File: config.mk
export PLATFORM = sky130hd
export DESIGN_NAME = pipe_ctrl
export DESIGN_NICKNAME = d
export VERILOG_FILES = /design/src/rtl/pipe_ctrl.sv
export SDC_FILE = /design/constraint.sdc
export NUM_CORES = 1
export LEC_CHECK = 0
export ABC_AREA = 1
export CAP_MARGIN = 15
export CORE_MARGIN = 10
export CORE_UTILIZATION = 34
export DETAILED_ROUTE_END_ITERATION = 6
export PLACE_DENSITY = 0.77
export SETUP_SLACK_MARGIN = 0.4
export SLEW_MARGIN = 25
export SYNTH_ARGS = -nofsm -noshare
export SYNTH_HDL_FRONTEND = slang
export SYNTH_SLANG_ARGS = --single-unit
File: constraint.sdc
create_clock -name clk -period 1.74 [get_ports clk]
set_clock_uncertainty 0.2 [all_clocks]
set_input_delay 0.261 -clock clk [delete_from_list [all_inputs] [get_ports clk]]
set_output_delay 0.261 -clock clk [all_outputs]
set_load 0.1 [all_outputs]
File: src/rtl/pipe_ctrl.sv
// pipe_ctrl: N-stage pipeline control unit.
// It arbitrates stall requests into a stall bus and inserts one bubble
// behind the frozen stages. It also provides a registered flush/redirect
// path and a sticky stall watchdog.
// Optional perf counters: define PIPE_CTRL_PERF_EN to build stall_cycles and
// flush_count. When it is undefined, both ports are tied to zero.
module pipe_ctrl #(
    parameter int unsigned STAGES  = 6,
    parameter int unsigned PC_W    = 32,
    parameter int unsigned TIMEOUT = 1024
) (
    input  logic              clk,
    input  logic              rst,
    input  logic [STAGES-1:0] stallreq,
    input  logic              flush_req,
    input  logic [PC_W-1:0]   flush_pc,
    output logic [STAGES-1:0] stall,
    output logic [STAGES-1:0] bubble,
    output logic              flush,
    output logic [PC_W-1:0]   new_pc,
    output logic              stall_timeout,
    output logic [31:0]       stall_cycles,
    output logic [31:0]       flush_count
);

    localparam int unsigned RUN_W = $clog2(TIMEOUT + 1);
    localparam logic [RUN_W-1:0] RUN_MAX = RUN_W'(TIMEOUT);

    logic [STAGES-1:0] stall_raw;
    logic              flush_q;
    logic [PC_W-1:0]   new_pc_q;
    logic [RUN_W-1:0]  run_q, run_d;
    logic              timeout_q, timeout_d;

    // Thermometer fill: the highest requesting stage freezes every stage below it
    always_comb begin
        logic acc;
        acc       = 1'b0;
        stall_raw = '0;
        for (int i = int'(STAGES) - 1; i >= 0; i--) begin
            acc          = acc | stallreq[i];
            stall_raw[i] = acc;
        end
    end

    // Flush dominates freezing; reset forces the stall bus idle
    always_comb begin
        stall = (rst || flush_q) ? '0 : stall_raw;
    end

    // A bubble goes into the first stage that is not frozen, right behind the frozen ones
    always_comb begin
        bubble    = '0;
        for (int i = 1; i < int'(STAGES); i++) begin
            bubble[i] = stall[i-1] & ~stall[i];
        end
    end

    // Watchdog run length: counts consecutive frozen-PC cycles, saturating at TIMEOUT
    always_comb begin
        run_d     = run_q;
        timeout_d = timeout_q;
        if (flush_q || !stall[0]) begin
            run_d = '0;
        end else if (run_q != RUN_MAX) begin
            run_d = RUN_W'(run_q + RUN_W'(1));
        end
        if (run_d == RUN_MAX) begin
            timeout_d = 1'b1;
        end
    end

    // Flush pulse, redirect target and watchdog state
    always_ff @(posedge clk) begin
        if (rst) begin
            flush_q   <= 1'b0;
            new_pc_q  <= '0;
            run_q     <= '0;
            timeout_q <= 1'b0;
        end else begin
            flush_q   <= flush_req;
            if (flush_req) begin
                new_pc_q <= flush_pc;
            end
            run_q     <= run_d;
            timeout_q <= timeout_d;
        end
    end

    assign flush         = flush_q;
    assign new_pc        = new_pc_q;
    assign stall_timeout = timeout_q;

`ifdef PIPE_CTRL_PERF_EN
    logic [31:0] stall_cycles_q;
    logic [31:0] flush_count_q;

    // Free-running perf counters, wrapping modulo 2^32
    always_ff @(posedge clk) begin
        if (rst) begin
            stall_cycles_q <= '0;
            flush_count_q  <= '0;
        end else begin
            if (stall[0]) begin
                stall_cycles_q <= 32'(stall_cycles_q + 32'd1);
            end
            if (flush_q) begin
                flush_count_q <= 32'(flush_count_q + 32'd1);
            end
        end
    end

    assign stall_cycles = stall_cycles_q;
    assign flush_count  = flush_count_q;
`else
    assign stall_cycles = '0;
    assign flush_count  = '0;
`endif

endmodule

Word level (Yosys, flattened, before mapping)
Cells that the tools add are included.
{ "word_totals": {"regBits": 45, "input_bits": 41, "out_inout_bits": 110, "elab_cells": 28} }
{ "op_classes": {"addsub": 1, "eq_ne": 2, "mux": 3, "bitwise": 15, "n_reduce_logical": 3} }
{ "op_table": {"columns": ["operator", "n"], "rows": [
  ["$mux W11", 2],
  ["$add A11 B1 Y11 const B", 1],
  ["$eq A11 B11 Y1 const B", 1],
  ["$ne A11 B11 Y1 const B", 1],
  ["$mux W6", 1],
  ["$and A1 B1 Y1", 5],
  ["$not A1 Y1", 5],
  ["$or A1 B1 Y1", 5],
  ["$logic_or A1 B1 Y1", 2],
  ["$logic_not A1 Y1", 1]
]} }

Longest topological paths before layout
{ "depth": {"word_depth": 10, "mapped_depth": 12, "ltp_nobuf": 12} }

Least setup slack after synthesis
No wires, ideal clock.
{ "synth_path": {"path_type": "register -> output", "startpoint": "register flush_q (netlist: flush)", "endpoint": "output port bubble[4]", "arrival_ns": 3.044, "required_time_ns": 1.279, "setup_slack_ns": -1.765, "path_stages_with_launch": 6, "n_path_buf": 0, "cell_sequence": "dfxtp_1 -> nor2_4 -> inv_1 -> nor2_1 -> nand2_1 -> inv_1"} }
{ "synth_via": {"word_cells_on_any_way": 4, "classes_between": "mux (1); bitwise (2); reduce/logical (1)"} }
{ "synth_lines": {"columns": ["element", "line", "source"], "rows": [
  ["start: declaration", "30", "logic flush_q;"],
  ["start signal: assignment", "81", "flush_q <= flush_req;"],
  ["$logic_or A1 B1 Y1", "48", "stall = (rst || flush_q) ? '0 : stall_raw;"],
  ["$mux W6", "48", null],
  ["named net stall[3]", "17", "output logic [STAGES-1:0] stall,"],
  ["$and A1 B1 Y1", "55", "bubble[i] = stall[i-1] & ~stall[i];"],
  ["end: declaration", "18", "output logic [STAGES-1:0] bubble,"]
]} }
The timed path passes the listed nets, and every way through them passes these cells.

Worst setup path after layout
{ "layout_path": {"startpoint": "register flush_q (netlist: flush)", "endpoint": "output port bubble[1]"} }
{ "layout_via": {"elab_chain_len": 4} }
{ "layout_rtl": {"columns": ["element", "line"], "rows": [
  ["$logic_or A1 B1 Y1 *", "48"],
  ["$mux W6 *", "48"],
  ["$not A1 Y1", "55"],
  ["$and A1 B1 Y1 *", "55"]
]} }
Mark *: on every way between the ends. The rest lies on a longest branch, timed or not.

==> impl_metrics.yaml <==
global_route:
  antenna_found_initial: 1
  grt.total_usage: 0.135
  grt.overflow.total: 0
  grt_pass1_vias: 2532
  grt_pass1_wl_um: 12700
  grt_max_degree: 35
cells_and_area:
  layout-drive-gt1-share: 0.434
  nets: 512
  final-seq-area_um2: 971
  final_cell_mix: "nand2_1, conb_1, buf_12, dfxtp_2, clkdlybuf4s50_1"
  multi_input_area_mm2: 0.00137
  fin_cells: 569
  stdcell_area_mm2: 0.00440
  diodes: 0
  syn_to_final_growth_pct: 74.8
  nFillCells: 598
  layout_commonest_cell: "nand2_1"
timing:
  fin_setup_tns_ps: -723
  setup_viol: 10
  period_share: 1.06
  fin_crit_ps: 1850
  grt_setup_unrepaired: "true"
  finalHoldViolCount: 0
  drv_slew: 0
  fmax_mhz: 541
  setup_slack_ps: -109
power_and_ir_drop:
  pwr-share-comb: 0.471
  total_leakage_power_uw: 0.00204
  p_sw_frac: 0.462
  p_seq_frac: 0.311
  p_int_uw: 1990
  p_sw_uw: 1710
  peakVddDrop_mv: 0.545
  p_per_area_mw_per_mm2: 841
  power_frac_clock: 0.218
detailed_routing:
  drt_wl_total_um: 8040
  ant_nets: 0
  drt_first_pass_iters: 4
  remaining_drc_errors: 0
  via_per_inst: 4.15
  first_iter_violations: 67
  wire_per_inst_um: 14.1
  vias: 2364
critical_path:
  required_ps: 1280
  worstSetupEndpointType: "primary output"
  worstPathMaxFanout: 3
  startpoint_type: "flip-flop"
  path_class: "flip-flop to primary output"
  cp_data_arrival_time_ps: 1390
yosys:
  syn_inst: 350
  synthDistinctLibCells: 21
  ys_top_cells_by_area: "dfxtp_1, buf_4, nand2_1"
  syn_area_mm2: 0.00252
  yosysSeqAreaShare: 0.358
  yosysTopAreaCell: "dfxtp_1"
  yosysTopAreaCellShare: 0.358
  yosysWarnings: 0
  syn-mean-instance-area_um2: 7.19
  synth-seq-cells: 45
floorplanning:
  initial_core_util: 0.349
  core_area_mm2: 0.00721
  die-area_mm2: 0.0112
  ios: 151
  die_h_um: 106
  fp-row-count: 31
  die_w_um: 106
placed_design:
  io_buffers: 85
  dp_hpwl_um: 6080
  dpl.cell_count: 538
  place.gp.congestion: 0.860
  post_dp_cell_area_mm2: 0.00386
  post-place-ws_ps: -416
clock_tree:
  clk_pin_slew_ps: 100
  cts_sinks: 45
  cts_tree: "done"
  cts_made_buffers: 5
  insertion_delay_ps: 290
  cts_root_buf: "clkbuf_8"
  cts_max_level: 2
  clockBufferDepth: 2
worst_hold_path:
  hold_path_class: "primary input to flip-flop"
job:
  cap_viol_max_count: 0
status:
  status: "complete, but fails checks"
  violations: "setup timing"
==> synthesized netlist by cell type (all sizes together) <==
| cell | instances |
|---|---|
| conb | 1 |
| a21oi | 33 |
| clkbuf | 9 |
| nand2 | 110 |
| nand3 | 11 |
| ha | 2 |
| nor2 | 26 |
| xor2 | 5 |
| inv | 36 |
| buf | 68 |
| o21ai | 1 |
| dfxtp | 45 |
| nand4 | 3 |
==> cell families (layout without fill, tap and decap cells) <==
family / Yosys count / in the layout / share of synthesized area
buf+inv: 113 / 169 / 0.272
other cells: 1 / 65 / 0.00149
fa+ha+maj: 2 / 2 / 0.00994
flops: 45 / 45 / 0.358
compound gates: 34 / 34 / 0.0691
simple gates: 150 / 150 / 0.272
xor+xnor: 5 / 5 / 0.0174
==> metrics by stage <==
step	total power, uW	utilization	hold slack, ps
2_1_floorplan	2440	-	192
3_3_place_gp	2720	0.535	267
3_5_place_dp	2740	0.535	273
4_1_cts	3650	0.587	285
5_1_grt	3830	0.610	160
6_report	3700	0.610	140
==> cell type report <==
| cell class | count | area share |
|---|---|---|
| clock buffers | 5 | 0.0156 |
| repair buffers | 125 | 0.379 |
| inverters | 36 | 0.0344 |
| clock inverters | 3 | 0.00996 |
| multi-input cells | 256 | 0.312 |
| flip-flops and latches | 45 | 0.221 |
| well taps | 99 | 0.0282 |
==> path summary, 6_finish.rpt <==
| path | startpoint | endpoint | slack, ps | cells past startpoint |
|---|---|---|---|---|
| min | flush_req | new_pc[20] | 140 | 3 |
| min reg2reg | new_pc[5] | new_pc[5] | 280 | 2 |
| max reg2reg | run_q[0] | run_q[1] | 100 | 12 |
| max | flush | bubble[1] | -110 | 6 |
==> metal layers <==
layer,track usage,routed length [um],share of wire,vias to the layer above
met4,0.0329,95,0.012,2
li1,-,-,-,1164
met2,0.240,4200,0.52,98
met1,0.122,2580,0.32,1090
met5,0,13,0.0016,-
met3,0.0966,1150,0.14,10
==> worst max-delay path, cell delays in order, from the launching register on <==
cell,delay [ps]
dfxtp_4,350
nor2_4,140
buf_12,130
nand2_4,70
buf_6,130
nor2_4,100
buf_12,180
==> timing repair <==
item | CTS | global route
hold buffers | 0 | 0
cloned | 0 | 1
resized for setup | 58 | 29
pin swaps | 15 | 18
endpoints found under the setup margin | 23 | 38
setup buffers | 12 | 10
==> flip-flops by register name (all words and copies together), names as in the netlist <==
name,flops
run_q,11
stall_timeout,1
new_pc,32
flush,1
==> power groups by stage <==
stage	registers, uW	clock network, uW	logic, uW
after floorplan	1440	0	999
after global placement	1170	0	1560
after detailed placement	1170	0	1570
after CTS	1150	822	1670
after global routing	1160	873	1800
final	1150	807	1740
Note: power is estimated with default switching activity, not from simulation.
